**config.mk**
```make
export PLATFORM = sky130hd
export DESIGN_NAME = remote_cmd_tx
export DESIGN_NICKNAME = d
export VERILOG_FILES = /design/src/rtl/remote_cmd_tx.sv
export SDC_FILE = /design/constraint.sdc
export NUM_CORES = 1
export LEC_CHECK = 0
export ABC_AREA = 1
export CORE_UTILIZATION = 42
export DETAILED_ROUTE_END_ITERATION = 16
export DONT_BUFFER_PORTS = 1
export PLACE_DENSITY = 0.58
export SLEW_MARGIN = 15
export SYNTH_ARGS = -nofsm -noshare
export SYNTH_HDL_FRONTEND = slang
export SYNTH_SLANG_ARGS = --single-unit
```
**constraint.sdc**
```tcl
create_clock -name clk -period 1.93 [get_ports clk]
set_input_delay 0.2895 -clock clk [delete_from_list [all_inputs] [get_ports clk]]
set_output_delay 0.2895 -clock clk [all_outputs]
set_load 0.1 [all_outputs]
```
**src/rtl/remote_cmd_tx.sv**
```systemverilog
// 16-bit command transmitter: two 8N1 UART frames, high byte first.
// Optional CMD_TX_IFG_EN inserts one idle-high bit time between the frames.
module remote_cmd_tx #(
    parameter int unsigned BAUD_DIV = 2604
) (
    input  logic        clk,
    input  logic        rst_n,
    input  logic [15:0] cmd,
    input  logic        snd_cmd,
    output logic        TX,
    output logic        busy,
    output logic        cmd_snt
);

`ifdef CMD_TX_IFG_EN
    typedef enum logic [1:0] {IDLE, HIGH, GAP, LOW} state_t;
`else
    typedef enum logic [1:0] {IDLE, HIGH, LOW} state_t;
`endif

    localparam logic [11:0] BAUD_LAST = 12'(BAUD_DIV - 1);

    state_t      state;
    logic [11:0] baud_cnt;
    logic [3:0]  bit_cnt;
    logic [7:0]  shifter;
    logic [7:0]  hold;
    logic        baud_wrap;

    assign baud_wrap = (baud_cnt == BAUD_LAST);

    // TX is updated on the same edge the counters wrap, so each bit appears on
    // the line for exactly BAUD_DIV cycles, starting the cycle after acceptance.
    always_ff @(posedge clk or negedge rst_n) begin
        if (!rst_n) begin
            state    <= IDLE;
            baud_cnt <= '0;
            bit_cnt  <= '0;
            shifter  <= '0;
            hold     <= '0;
            TX       <= 1'b1;
            busy     <= 1'b0;
            cmd_snt  <= 1'b0;
        end else begin
            case (state)
                IDLE: begin
                    if (snd_cmd) begin
                        shifter  <= cmd[15:8];
                        hold     <= cmd[7:0];
                        TX       <= 1'b0;
                        busy     <= 1'b1;
                        cmd_snt  <= 1'b0;
                        baud_cnt <= '0;
                        bit_cnt  <= '0;
                        state    <= HIGH;
                    end
                end
                HIGH, LOW: begin
                    if (baud_wrap) begin
                        baud_cnt <= '0;
                        if (bit_cnt == 4'd9) begin
                            bit_cnt <= '0;
                            if (state == HIGH) begin
`ifdef CMD_TX_IFG_EN
                                TX    <= 1'b1;
                                state <= GAP;
`else
                                TX      <= 1'b0;
                                shifter <= hold;
                                state   <= LOW;
`endif
                            end else begin
                                TX      <= 1'b1;
                                busy    <= 1'b0;
                                cmd_snt <= 1'b1;
                                state   <= IDLE;
                            end
                        end else begin
                            bit_cnt <= bit_cnt + 4'd1;
                            TX      <= (bit_cnt == 4'd8) ? 1'b1 : shifter[0];
                            shifter <= {1'b0, shifter[7:1]};
                        end
                    end else begin
                        baud_cnt <= baud_cnt + 12'd1;
                    end
                end
`ifdef CMD_TX_IFG_EN
                GAP: begin
                    if (baud_wrap) begin
                        baud_cnt <= '0;
                        TX       <= 1'b0;
                        shifter  <= hold;
                        state    <= LOW;
                    end else begin
                        baud_cnt <= baud_cnt + 12'd1;
                    end
                end
`endif
                default: state <= IDLE;
            endcase
        end
    end

endmodule

```
==> impl_results.md, run 1 <==
* Outcome: completed
* Final Hold Viols at 0
* Number of max-cap violations at 0
* Crit path kind: register to register
* FF+latch count, synth at 37
* Core region area at 0.00507 mm²
* Placed Area at 0.00230 mm²
* Drt pass-1 iters at 4
* Worst path max stage delay at 0.39 ns
* Syn Std Cell Area at 0.00220 mm²
* Seq/Total Area, Yosys at 0.421
* Routed wire length at 4580 µm
* Clock buffer depth at 2
* Finished Layout Cells at 374
* Clock H-tree levels at 2
* Layout Nets at 326
* Slowest-stage cell, CP: dfrtp_1
* CP cell instances: inv_1, ha_1, inv_2, o21ai_2, inv_2, a21oi_4, nand3_1, nand2_1
* Leading cell type in the layout, fill and taps excluded: nand2_1
* Placed wire-length estimate at 3210 µm
* Synth Net Count at 317
* Dominant synthesized flop cell: dfrtp_1
* Layout cells sized above 1 at 0.148
* Pleak at 0.00122 µW
* Die area at 0.00554 mm²
* First-pass GRT wire length at 8080 µm
* GPL Wtd Cong at 0.805
* Synth async-reset ratio at 1.00
* Crit path DAT at 1.97 ns
* Final Cycle Share at 0.893
* Hold Path Class: primary input to register
* Largest net degree at the start of global routing at 38
* Total grt overflow at 0
* Tmin final at 1.72 ns
* Setup violations, final at 0
* Final Max Slew Viols at 0
* Sum Neg Setup Slack at 0 ns
* Post-CTS sizing at 0
* Worst-path clk slew at 0.08 ns
* DR DRC count at 0
* Relative slew slack at 0.661
* Initial antenna violation count at 0
* RSZ-0062 raised after global routing: false
* Synth area leader: dfrtp_1
* Diodes inserted at 0
* Initial Util at 0.434
* Fillers at 527
* Worst Setup End Kind: register
* Design Area, Final at 0.00243 mm²
* Initial DRC Count at 103
* YS warnings at 0
* Synth-to-layout area growth at 10.4%
* CTS tree: done
* Vias/cell at 4.90
* CP startpoint kind: register
* Max Fanout on Critical Path at 15
* Gr usage total at 0.197
* Input/output buffers at 0
* Synth cell types at 31
* CP required at 2.17 ns
* Cell count after synthesis at 294
* Share of the synthesized area in the top cell type at 0.409
* Worst vdd ir at 0.977 mV
* Core Util, Final at 0.480
* Clock sink count at 37
* Die height at 74.5 µm
* Crit path top cell by count: inv_2
* Root buffer cell: clkbuf_8
* Post-DR wirelength/cell at 12.2 µm
* Avg Inst Size Synth at 7.50 µm²
* DR vias at 1834
* Inserted Clock Buffers at 5
* Placed insts at 364
* Vias in the first global route at 1800
* Achievable Freq at 0.580 GHz
* Number of synthesized flops with an enable pin at 0
* IO Pins at 22
* Measured slew at the worst slew-check pin at 0.509 ns
* Most frequent cells in the layout: nand2_1 (88), dfrtp_1 (36), inv_1 (34)
* DRT antenna net count at 0
* Clock skew at 0.00738 ns
* Row count at 26
* PD cells at 1500 mW/mm²
* Synth area leaders: dfrtp_1 (41%), nand2_1 (15%), nand3_1 (7.5%)
* Die X-Extent at 74.5 µm
* Worst skew pair latency at 0.30 ns
## synthesized netlist by cell type, types with 2 or more instances
master / number
o21ai_0: 8
nand2_1: 88
o21ai_1: 4
dfrtp_1: 36
o22ai_1: 2
xor2_1: 2
nor2_8: 2
buf_4: 5
inv_1: 34
a21oi_1: 10
nor2_2: 2
nand3_2: 2
clkbuf_1: 2
inv_2: 7
ha_1: 4
nand4_1: 13
nand3_1: 33
nor2_1: 23
nand2_2: 5
## state kept, by name, indices dropped and copies added, names as in the netlist
| name | cells |
|---|---|
| TX | 1 |
| baud_cnt | 12 |
| bit_cnt | 4 |
| busy | 1 |
| cmd_snt | 1 |
| hold | 8 |
| shifter | 8 |
| state | 2 |
## metal layers
metal	GRT usage	wire length [µm]	vias to the layer above
met1	0.260	2250	839
met2	0.308	2080	35
met4	0.0881	57	0
met3	0.0447	187	6
met5	0	0	-
li1	-	-	954
## cell type report
class	instances	area, µm²	area share
Clock buffer	7	96.3	0.0396
Clock inverter	1	5.00	0.00206
Inverter	41	154	0.0632
Multi-Input combinational cell	206	1060	0.435
Sequential cell	37	927	0.381
Tap cell	70	87.6	0.0360
Timing Repair Buffer	12	105	0.0432
## repair_timing
item                                   CTS  global route
setup buffers                            0             0
hold buffers                             2             0
endpoints found under the hold margin   37             0
setup endpoints to repair                0             0
## worst max-delay path, delay by kind of cell (launching register included)
family | cells | cell delay [ns]
AO/OA/AOI/OAI | 2 | 0.57
flip-flops | 1 | 0.39
adder cells (fa/ha/maj) | 1 | 0.31
AND/OR/NAND/NOR | 2 | 0.21
buffers and inverters | 3 | 0.19
## final timing paths
kind                            startpoint           to  slack, ns  cells after the start
worst max-delay path              state[0]   shifter[6]       0.21                      8
worst min-delay path                cmd[7]      hold[7]       0.14                      1
worst max register to register    state[0]   shifter[6]       0.21                      8
worst min register to register    state[1]     state[1]       0.48                      2
max in group asynchronous            rst_n           TX       1.24                      2
min in group asynchronous            rst_n  baud_cnt[6]       0.44                      2
## logic make-up (layout without fill, tap and decap cells)
logic type,after synthesis,in the layout,synth area share
XOR/XNOR,2,2,0.00795
flip-flops,37,37,0.421
buffers and inverters,51,61,0.0993
AND/OR/NAND/NOR,173,173,0.377
adder cells (fa/ha/maj),4,4,0.0227
AO/OA/AOI/OAI,26,26,0.0670
multiplexers,1,1,0.00511
## stage by stage
stage          worst slack [ns]  power [µW]  hold WS, ns
2_1_floorplan             0.338        2670     -0.00609
3_3_place_gp              0.257        3030     -0.00532
3_5_place_dp              0.182        3050     -0.00505
4_1_cts                   0.175        3690        0.131
5_1_grt                 0.00212        3980        0.129
6_report                  0.206        3650        0.137
## report_power, final
part	leakage (µW)	total, µW	internal (µW)	switching [µW]
registers	0.000471	1260	1040	223
clock network	0.0000542	614	323	291
logic	0.000697	1770	558	1210
No activity file was read; power rests on OpenSTA's default activity.
==> run 2: changes to the inputs <==
--- a/config.mk
+++ b/config.mk
@@ -10,6 +10,7 @@
 export DETAILED_ROUTE_END_ITERATION = 16
 export DONT_BUFFER_PORTS = 1
 export PLACE_DENSITY = 0.58
+export SETUP_SLACK_MARGIN = 0.5
 export SLEW_MARGIN = 15
 export SYNTH_ARGS = -nofsm -noshare
 export SYNTH_HDL_FRONTEND = slang
==> run 2 against run 1 <==
  * Via count is 7.0% higher
  * Cell area grew 13%
  * Highest routed layer unchanged
  * First-iteration DRC count down 32%
  * Worst setup slack improved by 0.11 ns
  * Critical path depth grew 2
  * Flip-flop and latch count did not move
==> impl_results.md, run 2 (same netlist as run 1, synthesis figures left out) <==
* Die area at 0.00554 mm²
* Drt pass-1 iters at 6
* Routed wire length at 5050 µm
* IO Pins at 22
* Worst setup margin at 0.314 ns
* FF-to-FF setup slack at 0.31 ns
* Tmin final at 1.62 ns
* Initial DRC Count at 70
* Clock skew at 0.00945 ns
* Number of max-cap violations at 0
* Vias/cell at 5.03
* Area of the multi-input gates at 0.00120 mm²
* Clock sink count at 37
* Placed insts at 363
* Worst-path clk slew at 0.07 ns
* GPL Wtd Cong at 0.768
* Die height at 74.5 µm
* Relative slew slack at 0.807
* Largest net degree at the start of global routing at 38
* Placed wire-length estimate at 3190 µm
* First-pass GRT wire length at 8380 µm
* Max Fanout on Critical Path at 7
* Achievable Freq at 0.619 GHz
* Biggest regs: baud_cnt (12), hold (8), shifter (8)
* RSZ-0062 raised after global routing: true
* Most frequent cells in the layout: nand2_1 (85), dfrtp_1 (36), inv_1 (32)
* Leading cell type in the layout, fill and taps excluded: nand2_1
* Layout Nets at 342
* Pleak at 0.00133 µW
* DRT antenna net count at 0
* PD cells at 1630 mW/mm²
* Core region area at 0.00507 mm²
* Vias in the first global route at 1874
* Initial Util at 0.434
* Top reg by flops: baud_cnt
* Crit path kind: register to register
* Initial antenna violation count at 0
* Gr usage total at 0.202
* Measured slew at the worst slew-check pin at 0.289 ns
* Reg area at 931 µm²
* CP required at 2.16 ns
* Total grt overflow at 0
* Finished Layout Cells at 390
* Fillers at 503
* Final Max Slew Viols at 0
* Setup violations, final at 0
* Worst skew pair latency at 0.29 ns
* Max reg flops at 12
* CTS tree: done
* Post-DR wirelength/cell at 13.0 µm
* DR DRC count at 0
* DR vias at 1962
* Inserted Clock Buffers at 5
* Final Hold Viols at 0
* Input/output buffers at 0
* Row count at 26
* Synth-to-layout area growth at 24.6%
* Worst Setup End Kind: register
* Sum Neg Setup Slack at 0 ns
* Worst vdd ir at 1.66 mV
* Final Cycle Share at 0.838
* Clock buffer depth at 2
* Diodes inserted at 0
* CP startpoint kind: register
* Clock H-tree levels at 2
* Hold Path Class: primary input to register
* Die X-Extent at 74.5 µm
* Placement Setup Slack at 0.201 ns
* Root buffer cell: clkbuf_8
* Crit path DAT at 1.85 ns
* Outcome: completed
* Layout cells sized above 1 at 0.250
run 2: final cells by class:
cell class | count | area share
tap | 70 | 0.0319
inverter | 41 | 0.0569
sequential | 37 | 0.339
timing repair buffer | 27 | 0.104
multi-input combinational | 207 | 0.438
clock inverter | 2 | 0.00364
clock buffer | 6 | 0.0264
run 2: worst max-delay path: stages (launching register included):
cell	delay, ns
dfrtp_1	0.36
inv_2	0.06
ha_4	0.28
inv_4	0.04
o21ai_4	0.19
inv_2	0.08
a21oi_4	0.18
buf_6	0.14
buf_12	0.11
nand3_1	0.06
nand2_1	0.06
run 2: stage by stage:
step,cell area (µm²),hold WS [ns],util,total power [µW]
after floorplan,2240,-0.00609,-,2780
after global placement,2330,-0.00523,0.460,3150
after detailed placement,2330,-0.00519,0.460,3180
after CTS,2660,0.139,0.525,4310
after global routing,2750,0.132,0.541,4780
final,2750,0.148,0.541,4460
run 2: report_power, final:
group	internal (µW)	total (µW)	switching, µW
clock network	251	533	283
logic	1110	2640	1530
registers	1050	1290	240
total	2410	4460	2050
run 2: path summary, 6_finish.rpt:
kind,startpoint,endpoint,cells after the start
min reg2reg,shifter[7],shifter[7],2
min,cmd[7],hold[7],1
max reg2reg,state[1],shifter[4],10
min in group asynchronous,rst_n,baud_cnt[7],2
max in group asynchronous,rst_n,TX,2
max,state[1],shifter[4],10
run 2: timing repair:
item                       in CTS  in global routing
hold buffers                    2                  0
setup endpoints to repair      31                 30
gates cloned                    1                  1
setup buffers                  13                  2
resized for setup              22                 12
hold endpoints to repair       37                  0
pin swaps                       5                  5
run 2: routing by layer:
layer / GRT usage / vias to the layer above / part of all wire
met4: 0.0755 / 0 / 0.021
met5: 0 / - / 0
li1: - / 996 / -
met1: 0.258 / 907 / 0.46
met3: 0.0447 / 11 / 0.043
met2: 0.335 / 48 / 0.48
